===== src/rtl/booth_r4_mult.sv =====
// Radix-4 Booth sequential multiplier with a start/done handshake and signed/unsigned operand mode.
// Optional early termination on a uniform remaining multiplier: define BOOTH_EARLY_TERM_EN.
module booth_r4_mult #(
  parameter int unsigned WIDTH = 8
) (
  input  logic                 clk,
  input  logic                 rst,
  input  logic                 start,
  input  logic                 signed_mode,
  input  logic [WIDTH-1:0]     A,
  input  logic [WIDTH-1:0]     B,
  output logic                 busy,
  output logic                 done,
  output logic [2*WIDTH-1:0]   outR
);

  localparam int unsigned N_ITER = WIDTH / 2 + 1;
  localparam int unsigned EW     = WIDTH + 2;
  localparam int unsigned PW     = 2 * WIDTH + 2;
  localparam int unsigned CNT_W  = $clog2(N_ITER + 1);

  typedef enum logic [1:0] {
    S_IDLE,
    S_CALC,
    S_DONE
  } state_e;

  state_e             state_q, state_d;
  logic [PW-1:0]      m_q, m_d;
  logic [EW-1:0]      q_q, q_d;
  logic               qm1_q, qm1_d;
  logic [PW-1:0]      acc_q, acc_d;
  logic [CNT_W-1:0]   cnt_q, cnt_d;
  logic               busy_q, busy_d;
  logic               done_q, done_d;
  logic [2*WIDTH-1:0] outr_q, outr_d;

  logic [PW-1:0]      addend_c;
  logic [PW-1:0]      m_x2_c;
  logic               ext_a_c;
  logic               ext_b_c;
  logic               unused_acc_msbs;

  // Booth digit selection from (q1, q0, q-1)
  always_comb begin
    m_x2_c   = {m_q[PW-2:0], 1'b0};
    addend_c = '0;
    unique case ({q_q[1:0], qm1_q})
      3'b001, 3'b010: addend_c = m_q;
      3'b011:         addend_c = m_x2_c;
      3'b100:         addend_c = ~m_x2_c + PW'(1);
      3'b101, 3'b110: addend_c = ~m_q + PW'(1);
      default:        addend_c = '0;
    endcase
  end

  assign ext_a_c = signed_mode & A[WIDTH-1];
  assign ext_b_c = signed_mode & B[WIDTH-1];

  // Controller and datapath next-state
  always_comb begin
    state_d = state_q;
    m_d     = m_q;
    q_d     = q_q;
    qm1_d   = qm1_q;
    acc_d   = acc_q;
    cnt_d   = cnt_q;
    done_d  = 1'b0;
    outr_d  = outr_q;

    unique case (state_q)
      S_IDLE: begin
        if (start) begin
          m_d     = {{(PW - WIDTH){ext_a_c}}, A};
          q_d     = {{2{ext_b_c}}, B};
          qm1_d   = 1'b0;
          acc_d   = '0;
          cnt_d   = '0;
          state_d = S_CALC;
        end
      end
      S_CALC: begin
        acc_d = acc_q + addend_c;
        m_d   = {m_q[PW-3:0], 2'b00};
        q_d   = {{2{q_q[EW-1]}}, q_q[EW-1:2]};
        qm1_d = q_q[1];
        cnt_d = cnt_q + CNT_W'(1);
        if (cnt_q == CNT_W'(N_ITER - 1)) begin
          state_d = S_DONE;
        end
`ifdef BOOTH_EARLY_TERM_EN
        // all remaining digits are zero once Q and q-1 are uniform
        else if ((&{q_d, qm1_d}) || !(|{q_d, qm1_d})) begin
          state_d = S_DONE;
        end
`endif
      end
      S_DONE: begin
        outr_d  = acc_q[2*WIDTH-1:0];
        done_d  = 1'b1;
        state_d = S_IDLE;
      end
      default: state_d = S_IDLE;
    endcase

    busy_d = (state_d != S_IDLE);
  end

  always_ff @(posedge clk or negedge rst) begin
    if (!rst) begin
      state_q <= S_IDLE;
      m_q     <= '0;
      q_q     <= '0;
      qm1_q   <= 1'b0;
      acc_q   <= '0;
      cnt_q   <= '0;
      busy_q  <= 1'b0;
      done_q  <= 1'b0;
      outr_q  <= '0;
    end else begin
      state_q <= state_d;
      m_q     <= m_d;
      q_q     <= q_d;
      qm1_q   <= qm1_d;
      acc_q   <= acc_d;
      cnt_q   <= cnt_d;
      busy_q  <= busy_d;
      done_q  <= done_d;
      outr_q  <= outr_d;
    end
  end

  // Guard bits only absorb intermediate overflow; the product is the low 2*WIDTH bits
  assign unused_acc_msbs = ^acc_q[PW-1:2*WIDTH];

  assign busy = busy_q;
  assign done = done_q;
  assign outR = outr_q;

endmodule

===== config.mk =====
export PLATFORM = sky130hd
export DESIGN_NAME = booth_r4_mult
export DESIGN_NICKNAME = d
export VERILOG_FILES = /design/src/rtl/booth_r4_mult.sv
export SDC_FILE = /design/constraint.sdc
export NUM_CORES = 1
export LEC_CHECK = 0
export CORE_ASPECT_RATIO = 1.2
export CORE_MARGIN = 2
export CORE_UTILIZATION = 58
export DETAILED_ROUTE_END_ITERATION = 16
export GPL_ROUTABILITY_DRIVEN = 0
export PLACE_DENSITY_LB_ADDON = 0.1
export SLEW_MARGIN = 10
export SYNTH_ARGS = -nofsm -noshare
export SYNTH_HDL_FRONTEND = slang
export SYNTH_SLANG_ARGS = --single-unit

===== constraint.sdc =====
create_clock -name clk -period 4.1 [get_ports clk]
set_clock_uncertainty 0.15 [all_clocks]
set_input_delay 0.41 -clock clk [delete_from_list [all_inputs] [get_ports clk]]
set_output_delay 0.41 -clock clk [all_outputs]
set_load 0.02 [all_outputs]

# After elaboration in Yosys (flattened, before gate mapping)
# Index checks and enable logic that the tools add are counted.
dict set report word_totals {
  regBits 70
  output_inout_bits 18
  inputBits 20
}
dict set report classes {
  addsub 4
  reduce_logical 7
  eq_ne 10
  n_bitwise 5
  n_mux 15
}
# cell count
set op_table {}
lappend op_table {{18-bit case mux with 2 select lines} 2}
lappend op_table {{18-bit case mux with 4 select lines} 1}
lappend op_table {{18-bit by 1-bit adder with 18-bit output (second input constant)} 2}
lappend op_table {{18-bit 2-to-1 mux} 2}
lappend op_table {{18-bit inverter} 2}
lappend op_table {{10-bit case mux with 2 select lines} 1}
lappend op_table {{18-bit adder} 1}
lappend op_table {{3-bit == test (second input constant)} 4}
lappend op_table {{10-bit 2-to-1 mux} 1}
lappend op_table {{3-bit by 2-bit == test with 1-bit output (second input constant)} 2}
lappend op_table {{3-bit case mux with 2 select lines} 1}
lappend op_table {{2-bit 2-to-1 mux} 2}
lappend op_table {{2-bit case mux with 2 select lines} 1}
lappend op_table {{2-bit nonzero test} 2}
lappend op_table {{2-bit OR reduction} 2}
lappend op_table {{3-bit by 1-bit adder with 3-bit output (second input constant)} 1}
lappend op_table {{3-bit by 1-bit == test with 1-bit output (second input constant)} 1}
lappend op_table {{3-bit 2-to-1 mux} 1}
lappend op_table {{3-bit AND reduction} 1}
lappend op_table {{1-bit bitwise AND} 2}
lappend op_table {{2-bit by 1-bit == test with 1-bit output (second input constant)} 1}
lappend op_table {{2-bit == test (second input constant)} 1}
lappend op_table {{2-bit logical NOT} 1}
lappend op_table {{1-bit 2-to-1 mux} 2}
lappend op_table {{other kinds (4)} 4}

# Longest topological paths before layout
# Gate-level depths: netlist (run 1).
dict set report logic_depth {
  depth_word 5
  depth_mapped 17
  depth_no_buf 17
}

# Worst setup path after synthesis (run 1)
# Ideal clock, no wire load.
dict set report synth_path {
  path_kind {register to register}
  from {register m_q[3]}
  to {register acc_q[15]}
  t_arrival_ns 3.102
  t_required_ns 3.871
  stages_incl_launch_ff 16
  slack_ns 0.768
  setup_ns 0.079
  cell_sequence {dfrtp_1 buf_6 nor4_4 nand3_2 or4_4 xnor2_2 a221oi_1 a21oi_1 ha_1 a21oi_1 o21ai_0 a31oi_1 o31ai_1 and4_1 o31a_1 mux2i_1}
}
dict set report synth_between {
  elab_chain_len 5
}
# element line_no
set synth_lines {}
lappend synth_lines {{from (decl)} 29} ;# logic [PW-1:0] m_q, m_d;
lappend synth_lines {{from (signal assigned)} 122} ;# m_q <= m_d;
lappend synth_lines {{18-bit inverter, on equally long branches} {52, 51}}
lappend synth_lines {{18-bit by 1-bit adder with 18-bit output, on equally long branches} {52, 51}}
lappend synth_lines {{18-bit case mux with 4 select lines (*)} 48} ;# unique case ({q_q[1:0], qm1_q})
lappend synth_lines {{18-bit adder (*)} 83} ;# acc_d = acc_q + addend_c;
lappend synth_lines {{18-bit case mux with 2 select lines (*)} 71} ;# unique case (state_q)
lappend synth_lines {{to (signal assigned)} 115} ;# acc_q <= '0;
lappend synth_lines {{to (signal assigned)} 125} ;# acc_q <= acc_d;
lappend synth_lines {{to (decl)} 32} ;# logic [PW-1:0] acc_q, acc_d;
# Every way passes the cells marked *; elsewhere a longest branch is shown, timed or not.
# A chain may end at the register's enable or synchronous reset.

# Final worst setup path (run 1)
dict set report layout_path {
  from {register m_q[0]}
  to {register acc_q[15]}
}
# The elaborated chain is that of the path after synthesis.

==> results_dict.tcl, run 1 <==
set metrics [dict create \
    status "finished clean" \
    clockBufferDepth 2 \
    setup_viol 0 \
    drive_above_1_share_pct 10.08 \
    grt_max_degree 35 \
    hold_depth 1 \
    crit_arrival_ns 3.85 \
    ys.flop_type "dfrtp_1" \
    r2r_end "acc_q[15]" \
    regToRegSetupSlack_ns 0.37 \
    slew_viol_final 0 \
    grtUsageTotal_pct 26.56 \
    tns_ns 0 \
    dieWidth_um 82.16 \
    wirelength_um 9688 \
    worst-path-stages 16 \
    viasPerCell 6.053 \
    relSlewSlack_pct 49.01 \
    dr.first_iter.drc_count 192 \
    die_y_um 97.79 \
    grt_pass1_vias 3586 \
    area_growth_pct 13.57 \
    synth_seq_cells 66 \
    critPathCapture "acc_q[15]" \
    synthArstFlopShare_pct 100.0 \
    insertion_delay_ns 0.34 \
    worstMarginPinSlew_ns 0.7649 \
    gr-usage-met3_pct 3.512 \
    cts_root_buffer "clkbuf_8" \
    synth_compound_area_share_pct 23.28 \
    clock-sinks 66 \
    yosysSeqAreaShare_pct 38.85 \
    rsz0062_at_grt "no" \
    synth_edf_count 0 \
    synthMuxAreaShare_pct 4.944 \
    hp-class "flip-flop to flip-flop" \
    core_area_um2 7189 \
    nets 531 \
    crit_slowest_cell "dfrtp_1" \
    fmax_mhz 268.0 \
    hold_start "acc_q[15]" \
    finalHoldViolCount 0 \
    busiest_layer "met2" \
    synth.avg_cell_area_um2 9.065 \
    startpoint "m_q[0]" \
    cts.htree.levels 3 \
    cap_violations 0 \
    antenna_left 0 \
    grt_pass1_wl_um 16750 \
    antenna_found_initial 0 \
    hpwl_um 6911 \
    syn-cell-area_um2 4252 \
    path_cells "inv_1 > ha_1 > nor3b_4 > nand3b_1 > nand2_1 > xnor2_1 > a22oi_1 > o21ai_0 > ha_1 > a21oi_1 > o21ai_0 > a31oi_1 > o31ai_1 > and4_1 > o31a_1 > mux2i_1" \
    synth_xor_area_share_pct 5.533 \
    synth_simple_gate_area_share_pct 16.60 \
    max_stage_delay_ns 0.45 \
    io_pins 38 \
    synthCells 469 \
    syn_nets 508 \
    dieArea_um2 8034 \
    path_clk_slew_ns 0.07 \
    antenna_cells 0 \
    irDropWorstVdd_uv 447.1 \
    vias 3547 \
    holdWs_ns 0.3363 \
    cp_max_fo 6 \
    fin_crit_ns 3.731 \
    drc 0 \
    synth_top_family_by_area "compound AO/OA/AOI/OAI gates" \
    synth_cell_type_count 62 \
    crit_type "flip-flop to flip-flop" \
    crit_family "compound AO/OA/AOI/OAI gates" \
    portBuffers 37 \
    timing.final.crit_share_pct 91.01 \
    use_met1_pct 34.32 \
    drtPass1Iterations 5 \
    cts_setup_buffers 0 \
    overflow 0 \
    cp_data_required_time_ns 4.22 \
    start_util_pct 59.14 \
    p_total_w 0.004170 \
    worstSetupEndpointType "flip-flop" \
    r2r_cells 16 \
    start_kind "flip-flop" \
    cellPowerDensity_nw_per_um2 863.6 \
    cts_tree "built" \
    rows 34 \
    reg2reg_from "m_q[0]" \
    final.setup.worst_slack_ns 0.3688 \
    synth_fa_ha_area_share_pct 5.768 \
    dpl_worst_slack_ns 0.4038 \
    cts_made_buffers 9 \
    wl_per_cell_um 16.53 \
    grt_use_met2_pct 43.15 \
    crit_buf_inv 1 \
    p_leak_nw 2.082 \
    ys_warn_count 0 \
]
==> report_power, final <==
part           leakage [nW]  internal, W  switching [W]
Clock                0.0921     0.000276       0.000242
Sequential            0.854     0.000926       0.000331
Combinational          1.14      0.00109        0.00130
==> synthesized netlist by cell type (7+ instances only) <==
cell type	n	area share, %
o21ai_0	59	6.9
a22oi_1	27	4.8
nand2_1	51	4.5
mux2_2	16	4.2
nor2_1	19	1.7
inv_1	13	1.1
clkbuf_1	21	1.9
nor2b_1	22	3.2
a221o_1	7	1.6
dfrtp_1	66	39
xor2_1	10	2.1
ha_1	18	5.3
a21oi_1	32	3.8
nand2b_1	10	1.5
xnor2_1	15	3.1
==> layout make-up <==
cell class	instances	area [um2]
sequential	66	1652
clock buffer	10	127.6
fill	626	2361
multi-input combinational	355	2389
clock inverter	5	56.30
inverter	13	48.80
timing repair buffer	47	442.9
tap	90	112.6
==> per-layer routing <==
metal | share of wire [%] | vias to the layer above
li1 | - | 1729
met5 | 0 | -
met3 | 4.2 | 26
met4 | 3.4 | 0
met1 | 43 | 1685
met2 | 50 | 107
==> how the worst min path moves through the flow <==
stage                       to  slack [ns]
finish               acc_q[15]        0.34
global route        state_q[0]        0.38
CTS                  acc_q[15]        0.34
detailed placement   acc_q[15]        0.33
global placement    state_q[0]        0.32
floorplan             acc_q[0]       -0.04
==> cells in the final DEF, fill, tap and decap left out, types with 10 or more instances in the layout <==
master           count
o21ai_0             59
nand2b_1            10
clkdlybuf4s50_1     36
mux2_2              16
xnor2_1             15
ha_1                18
a22oi_1             27
dfrtp_1             66
xor2_1              10
a21oi_1             32
nor2_1              19
nand2_1             51
nor2b_1             21
inv_1               13
==> sequential cells by signal, summed over array words and instances (netlist names) <==
name and count:
acc_q 16, m_q 16, outR 16, q_q 10
cnt_q 3, state_q 2, busy 1, done 1
qm1_q 1
==> stage by stage <==
step / std cells / util, % / area (um2)
CTS: 586 / 67.16 / 4828
detailed placement: 570 / 64.46 / 4634
global placement: 570 / 64.46 / 4634
floorplan: 469 / - / 4252
finish: 586 / 67.16 / 4828
global route: 586 / 67.16 / 4828
==> cell families after synthesis <==
| family | count (synthesis) |
|---|---|
| buffers and inverters | 48 |
| flip-flops | 66 |
| adder cells (fa/ha/maj) | 19 |
| AO/OA/AOI/OAI | 159 |
| multiplexers | 19 |
| XOR/XNOR | 26 |
| AND/OR/NAND/NOR | 132 |
==> what timing repair did <==
action	in CTS	in global routing
hold buffers	1	0
resized for setup	0	0
endpoints found under the hold margin	2	0
Note: power is estimated with default switching activity, not from simulation.
==> inputs of run 2 (changes only) <==
--- a/config.mk
+++ b/config.mk
@@ -5,6 +5,7 @@
 export SDC_FILE = /design/constraint.sdc
 export NUM_CORES = 1
 export LEC_CHECK = 0
+export CAP_MARGIN = 40
 export CORE_ASPECT_RATIO = 1.2
 export CORE_MARGIN = 2
 export CORE_UTILIZATION = 58
==> results of run 2 <==
The final DEF is identical to that of run 1; final timing and power are the same.
